--- src/rtl/seq_detect_ctrl_pkg.sv ---
// Shared types and constants for the sequence-detector controller.
// Holds the FSM state encoding and the 7-segment glyph table (gfedcba, active-high).
package seq_ctrl_pkg;

  typedef enum logic {
    S_IDLE  = 1'b0,
    S_ARMED = 1'b1
  } state_t;

  localparam logic [6:0] SEG_DASH = 7'h40;

  localparam logic [6:0] SEG_GLYPH [16] = '{
    7'h3F, 7'h06, 7'h5B, 7'h4F, 7'h66, 7'h6D, 7'h7D, 7'h07,
    7'h7F, 7'h6F, 7'h77, 7'h7C, 7'h39, 7'h5E, 7'h79, 7'h71
  };

endpackage

--- src/rtl/seq_detect_ctrl_if.sv ---
// Control/data/display bundle between the tile pins and the sequence detector.
// The master drives serial data, configuration and control pulses; the slave returns status and segments.
interface seq_detect_ctrl_if #(
  parameter int unsigned MAX_LEN = 8,
  parameter int unsigned LEN_W   = $clog2(MAX_LEN)
);
  logic               x;
  logic               x_valid;
  logic               cfg_load;
  logic [MAX_LEN-1:0] cfg_pattern;
  logic [LEN_W-1:0]   cfg_len;
  logic               arm;
  logic               disarm;
  logic               clr_count;
  logic               armed;
  logic               match;
  logic [3:0]         count;
  logic [7:0]         seg;

  modport master (
    output x, x_valid, cfg_load, cfg_pattern, cfg_len, arm, disarm, clr_count,
    input  armed, match, count, seg
  );

  modport slave (
    input  x, x_valid, cfg_load, cfg_pattern, cfg_len, arm, disarm, clr_count,
    output armed, match, count, seg
  );
endinterface

--- src/rtl/seq_detect_ctrl_hex_to_seg7.sv ---
// Combinational hex digit to 7-segment glyph lookup; the parent registers the result.
module hex_to_seg7
  import seq_ctrl_pkg::*;
(
  input  logic [3:0] val_i,
  output logic [6:0] seg_o
);
  assign seg_o = SEG_GLYPH[val_i];
endmodule

--- src/rtl/seq_detect_ctrl.sv ---
// Programmable overlapping serial sequence detector with saturating hit count
// and a 7-segment display showing the count plus a stretched hit indicator.
module seq_detect_ctrl #(
  parameter int unsigned MAX_LEN     = 8,
  parameter int unsigned LEN_W       = $clog2(MAX_LEN),
  parameter int unsigned HOLD_CYCLES = 4
) (
  input  logic             clk,
  input  logic             reset,
  seq_detect_ctrl_if.slave bus
);
  import seq_ctrl_pkg::*;

  localparam int unsigned FILL_W = $clog2(MAX_LEN + 1);
  localparam int unsigned HOLD_W = $clog2(HOLD_CYCLES + 1);
  localparam logic [MAX_LEN-1:0] ONES = '1;

  state_t             state_q, state_d;
  logic               configured_q, configured_d;
  logic [MAX_LEN-1:0] pat_q, pat_d;
  logic [LEN_W-1:0]   len_q, len_d;
  logic [MAX_LEN-1:0] hist_q, hist_d;
  logic [FILL_W-1:0]  fill_q, fill_d;
  logic [3:0]         count_q, count_d;
  logic [HOLD_W-1:0]  hold_q, hold_d;
  logic               match_q, armed_q;
  logic [7:0]         seg_q;
  logic [MAX_LEN-1:0] shifted_c, mask_c;
  logic               hit_c;
  logic [6:0]         glyph_c;

  // Next-state, detection, counting and dp-hold logic
  always_comb begin
    state_d      = state_q;
    configured_d = configured_q;
    pat_d        = pat_q;
    len_d        = len_q;
    hist_d       = hist_q;
    fill_d       = fill_q;
    count_d      = count_q;
    hold_d       = hold_q;

    shifted_c = {hist_q[MAX_LEN-2:0], bus.x};
    mask_c    = ONES >> (LEN_W'(MAX_LEN - 1) - len_q);
    // A disarm in the same cycle wins over any sample, so it never reports a hit
    hit_c     = (state_q == S_ARMED) && !bus.disarm && bus.x_valid &&
                (fill_q >= FILL_W'(len_q)) && (((shifted_c ^ pat_q) & mask_c) == '0);

    case (state_q)
      S_IDLE: begin
        if (bus.cfg_load) begin
          pat_d        = bus.cfg_pattern;
          len_d        = bus.cfg_len;
          configured_d = 1'b1;
        end
        if (bus.arm && !bus.disarm && configured_q) state_d = S_ARMED;
      end
      S_ARMED: begin
        if (bus.disarm) begin
          state_d = S_IDLE;
          hist_d  = '0;
          fill_d  = '0;
        end else if (bus.x_valid) begin
          hist_d = shifted_c;
          fill_d = (fill_q == FILL_W'(MAX_LEN)) ? fill_q : fill_q + FILL_W'(1);
        end
      end
      default: state_d = S_IDLE;
    endcase

    if (bus.clr_count)                  count_d = 4'd0;
    else if (hit_c && count_q != 4'hF)  count_d = count_q + 4'd1;

    if (bus.disarm)          hold_d = '0;
    else if (hit_c)          hold_d = HOLD_W'(HOLD_CYCLES);
    else if (hold_q != '0)   hold_d = hold_q - HOLD_W'(1);
  end

  hex_to_seg7 u_glyph (
    .val_i (count_d),
    .seg_o (glyph_c)
  );

  always_ff @(posedge clk or posedge reset) begin
    if (reset) begin
      state_q      <= S_IDLE;
      configured_q <= 1'b0;
      pat_q        <= '0;
      len_q        <= '0;
      hist_q       <= '0;
      fill_q       <= '0;
      count_q      <= 4'd0;
      hold_q       <= '0;
      match_q      <= 1'b0;
      armed_q      <= 1'b0;
      seg_q        <= {1'b0, SEG_DASH};
    end else begin
      state_q      <= state_d;
      configured_q <= configured_d;
      pat_q        <= pat_d;
      len_q        <= len_d;
      hist_q       <= hist_d;
      fill_q       <= fill_d;
      count_q      <= count_d;
      hold_q       <= hold_d;
      match_q      <= hit_c;
      armed_q      <= (state_d == S_ARMED);
      seg_q        <= (state_d == S_ARMED) ? {(hold_d != '0), glyph_c} : {1'b0, SEG_DASH};
    end
  end

  assign bus.armed = armed_q;
  assign bus.match = match_q;
  assign bus.count = count_q;
  assign bus.seg   = seg_q;

endmodule

--- src/flat_wrapper.sv ---
// flat-port wrapper written by rule: the top's interface ports become plain ports
module seq_detect_ctrl_flat import seq_ctrl_pkg::*;
#(
  parameter int unsigned MAX_LEN     = 8,
  parameter int unsigned LEN_W       = $clog2(MAX_LEN),
  parameter int unsigned HOLD_CYCLES = 4
)
  (clk, reset, bus_x, bus_x_valid, bus_cfg_load, bus_cfg_pattern, bus_cfg_len, bus_arm, bus_disarm, bus_clr_count, bus_armed, bus_match, bus_count, bus_seg);
  seq_detect_ctrl_if #(.MAX_LEN(MAX_LEN), .LEN_W(LEN_W)) bus_i ();
  input  logic clk;
  input  logic reset;
  input wire logic [$bits(bus_i.x)-1:0] bus_x;
  input wire logic [$bits(bus_i.x_valid)-1:0] bus_x_valid;
  input wire logic [$bits(bus_i.cfg_load)-1:0] bus_cfg_load;
  input wire logic [$bits(bus_i.cfg_pattern)-1:0] bus_cfg_pattern;
  input wire logic [$bits(bus_i.cfg_len)-1:0] bus_cfg_len;
  input wire logic [$bits(bus_i.arm)-1:0] bus_arm;
  input wire logic [$bits(bus_i.disarm)-1:0] bus_disarm;
  input wire logic [$bits(bus_i.clr_count)-1:0] bus_clr_count;
  output wire logic [$bits(bus_i.armed)-1:0] bus_armed;
  output wire logic [$bits(bus_i.match)-1:0] bus_match;
  output wire logic [$bits(bus_i.count)-1:0] bus_count;
  output wire logic [$bits(bus_i.seg)-1:0] bus_seg;
  assign bus_i.x = bus_x;
  assign bus_i.x_valid = bus_x_valid;
  assign bus_i.cfg_load = bus_cfg_load;
  assign bus_i.cfg_pattern = bus_cfg_pattern;
  assign bus_i.cfg_len = bus_cfg_len;
  assign bus_i.arm = bus_arm;
  assign bus_i.disarm = bus_disarm;
  assign bus_i.clr_count = bus_clr_count;
  assign bus_armed = bus_i.armed;
  assign bus_match = bus_i.match;
  assign bus_count = bus_i.count;
  assign bus_seg = bus_i.seg;
  seq_detect_ctrl #(.MAX_LEN(MAX_LEN), .LEN_W(LEN_W), .HOLD_CYCLES(HOLD_CYCLES)) u_core (.clk(clk), .reset(reset), .bus(bus_i));
endmodule
--- config.mk ---
export PLATFORM = sky130hd
export DESIGN_NAME = seq_detect_ctrl_flat
export DESIGN_NICKNAME = d
export VERILOG_FILES = /design/src/rtl/seq_detect_ctrl_pkg.sv /design/src/rtl/seq_detect_ctrl_if.sv /design/src/rtl/seq_detect_ctrl_hex_to_seg7.sv /design/src/rtl/seq_detect_ctrl.sv /design/src/flat_wrapper.sv
export SDC_FILE = /design/constraint.sdc
export NUM_CORES = 1
export LEC_CHECK = 0
export CORE_UTILIZATION = 45
export DETAILED_ROUTE_END_ITERATION = 6
export HOLD_SLACK_MARGIN = 0.06
export PLACE_DENSITY = 0.78
export REMOVE_ABC_BUFFERS = 1
export SLEW_MARGIN = 40
export SYNTH_ARGS = -nofsm -noshare
export SYNTH_HDL_FRONTEND = slang
export SYNTH_SLANG_ARGS = --single-unit
--- constraint.sdc ---
create_clock -name clk -period 3.15 [get_ports clk]
set_input_delay 0.7875 -clock clk [delete_from_list [all_inputs] [get_ports clk]]
set_output_delay 0.7875 -clock clk [all_outputs]
set_load 0.02 [all_outputs]
==> results by group <==
Outcome
  • Status: finished, final reports clean

CTS
  • Clock Sinks: 40
  • Clock transition at path regs: 0.08 ns
  • Clock H-tree levels: 2
  • Post-CTS Resized: 0
  • CTS tree: yes
  • Total CTS buffers: 5
  • Root Driver: clkbuf_8
  • Maximum root-to-sink buffer count: 2
  • Postcts setup bufs: 0
  • Hold-fix buffers, CTS: 0
  • Clk Latency, worst-skew pair: 0.30 ns

Worst setup path
  • Critical Path Source Type: primary input
  • Critical-path cell list: clkdlybuf4s50_1 > xor2_1 > and4bb_4 > nand3_1 > buf_4 > nand2_1 > a21oi_1 > ha_1 > nor2_1 > a2111oi_1 > a31oi_1
  • Worst Setup End Kind: register
  • CP Max Fanout: 4
  • Worst path required time: 3.36 ns
  • Critical path arrival: 3.08 ns
  • CP max-delay cell: clkdlybuf4s50_1
  • Crit Path Category: in2reg
  • Worst path max stage delay: approximately 0.52 ns

Synth
  • Top-count cell post-synth: dfrtp_1
  • Syn. warnings: 0
  • Area leader, netlist: dfrtp_1
  • Sequential fraction of the synthesis area: between 40% and 50%
  • Cell area after synthesis: between 2000 and 2500 um^2
  • Synthesized instance count: ~190
  • Ys async rst share: 100.0%
  • EDFF count, synth: 0
  • Yosys top cell area share: between 40% and 50%
  • Synth top cells by count: 39 x dfrtp_1, 15 x ha_1, 15 x inv_1
  • Most used DFF post-synth: dfrtp_1
  • Synth Register Bits: 40
  • Average cell area after synthesis: 10.93 um^2
  • Post-synth cell types: 43
  • Dominant cells by area after synthesis: dfrtp_1 46%, ha_1 8.9%, mux2_2 4.8%

Floorplan
  • I/O pins: 33
  • Die Ht: 70.31 um
  • DIE AREA: 4943 um^2
  • Core Region: around 4400 um^2
  • Row count: 24
  • DIE WIDTH: 70.31 um
  • Starting Density: 47.56%

Global route
  • Total gr overflow: 0
  • First-pass GRT wire length: 7141 um
  • Largest net degree at the start of global routing: just over 40
  • Initial antenna violation count: 0
  • Overall Global Routing Usage: a little under a fifth
  • Vias in the first global route: roughly 1500

Power and ir drop
  • Total power: 1.299 mW
  • VDD IR max: 0.2739 mV
  • PD cells: 488.8 nW/um^2
  • Cell leakage power: 1.169 nW

Routing
  • Via count: 1579
  • WL final: 4214 um
  • WL/cell: 14.43 um
  • Post-route ant nets: 0
  • TritonRoute pass-1 iters: 5
  • Initial detailed-routing violation count: 127
  • Routed vias/inst: 5.408
  • DRC violation count after routing: 0

Finish
  • Area Overhead vs Synth: 26.58%
  • # fillers: 372
  • Fin cells: 292
  • Fraction of layout instances using a drive strength above 1: 16.25%
  • Final net count: 273
  • Antenna Cells: 0

Place
  • I/O Buffers: 32
  • Detailed Place HPWL: ~3100 um
  • Gp weighted congestion: 0.8990
  • Cells after DPL: between 200 and 300

STA
  • Slew @ Worst Pin: 0.4984 ns
  • Min Hold Slack: 0.4819 ns
  • Fin crit share: 91.29%
  • Slew headroom: 66.77%
  • RSZ-0062 raised after global routing: no
  • Final clock skew: 0.009245 ns
  • Setup Viol. Count Final: 0
  • Fin. Hold Viols: 0
  • Final min period: 2.876 ns
  • Fmax: 347.8 MHz
  • Slew Viols, Final: 0

Hold path
  • Hold crit path type: reg2reg

Job
  • Max_cap viols: 0
## final timing paths
kind                                      from                   to  slack [ns]  cells after the start
min in group asynchronous                reset     u_core.hist_q[5]        0.93                      3
hold reg to reg            u_core.configured_q  u_core.configured_q        0.48                      1
setup / recovery                         bus_x    u_core.bus.seg[6]        0.27                     11
hold / removal             u_core.configured_q  u_core.configured_q        0.48                      1
max in group asynchronous                reset    u_core.bus.seg[6]        1.85                      3
setup reg to reg               u_core.len_q[2]    u_core.bus.seg[6]        0.31                     12
## cells by family after synthesis
logic type               after synthesis  synth area share (%)
adder cells (fa/ha/maj)               15                 8.939
buffers and inverters                 23                 5.065
flip-flops                            40                 47.74
AND/OR/NAND/NOR                       43                 10.55
XOR/XNOR                              10                 4.171
AO/OA/AOI/OAI                         50                 17.76
multiplexers                          11                 5.781
## report_power, final
group,leakage (nW),switching [mW],total [mW],internal [mW]
Clock,0.0515,0.173,0.373,0.200
Sequential,0.508,0.0534,0.623,0.569
Combinational,0.609,0.150,0.304,0.154
Total,1.17,0.376,1.30,0.923
## sequential cells by signal, indices dropped and copies added (netlist names)
signal and count:
u_core.bus.seg 8, u_core.pat_q 8, u_core.hist_q 7, u_core.bus.count 4, u_core.fill_q 4, u_core.hold_q 3
u_core.len_q 3, u_core.bus.match 1, u_core.configured_q 1, u_core.state_q 1
## metrics by stage
| stage | utilization, % | setup TNS (ns) | setup slack [ns] | cell area (um^2) |
|---|---|---|---|---|
| CTS | 60.18 | 0 | 0.2566 | 2656 |
| floorplan | - | 0 | 0.3588 | 2058 |
| global route | 60.20 | 0 | 0.05800 | 2658 |
| detailed placement | 57.91 | -0.04821 | -0.04821 | 2556 |
| finish | 60.20 | 0 | 0.2744 | 2658 |
| global placement | 57.91 | 0 | 0.03866 | 2556 |
## cell type report
type                            instances  area [um^2]  area share [%]
Multi-Input combinational cell        129        992.2           37.34
Timing Repair Buffer                   47        432.9           16.29
Clock buffer                            8        100.1           3.766
Sequential cell                        40         1002           37.71
Inverter                               16        65.06           2.448
Tap cell                               52        65.06           2.448
## layer usage
| metal | vias to the layer above | wire length, um | track usage (%) |
|---|---|---|---|
| met5 | - | 0 | 0 |
| met4 | 0 | 71 | 8.000 |
| met3 | 8 | 201 | 5.195 |
| met2 | 39 | 1965 | 28.15 |
| met1 | 754 | 1976 | 25.30 |
| li1 | 778 | - | - |
## cells in the final DEF (no fill, tap or decap), drive strengths merged, types with 2 or more instances in the layout
cell / netlist / layout
xor2: 6 / 6
ha: 15 / 15
nor3b: 2 / 2
clkbuf: 5 / 8
xnor2: 4 / 4
dfrtp: 39 / 39
or2: 2 / 2
a21oi: 9 / 9
nor3: 3 / 3
o21ai: 11 / 11
and2: 2 / 2
nand3: 3 / 3
o22ai: 5 / 5
a221oi: 3 / 3
o21a: 2 / 2
buf: 2 / 15
a31oi: 4 / 4
a311oi: 2 / 2
nor2: 14 / 14
inv: 15 / 15
a22o: 7 / 7
mux2: 9 / 9
clkdlybuf4s50: 0 / 32
nand2: 10 / 10
mux2i: 2 / 2
## critical path, delay by kind of cell
| kind | cells | cell delay [ns] |
|---|---|---|
| XOR/XNOR | 1 | 0.16 |
| adder cells (fa/ha/maj) | 1 | 0.24 |
| buffers and inverters | 2 | 0.65 |
| AO/OA/AOI/OAI | 3 | 0.82 |
| AND/OR/NAND/NOR | 4 | 0.43 |
Note: power is estimated with default switching activity, not from simulation.
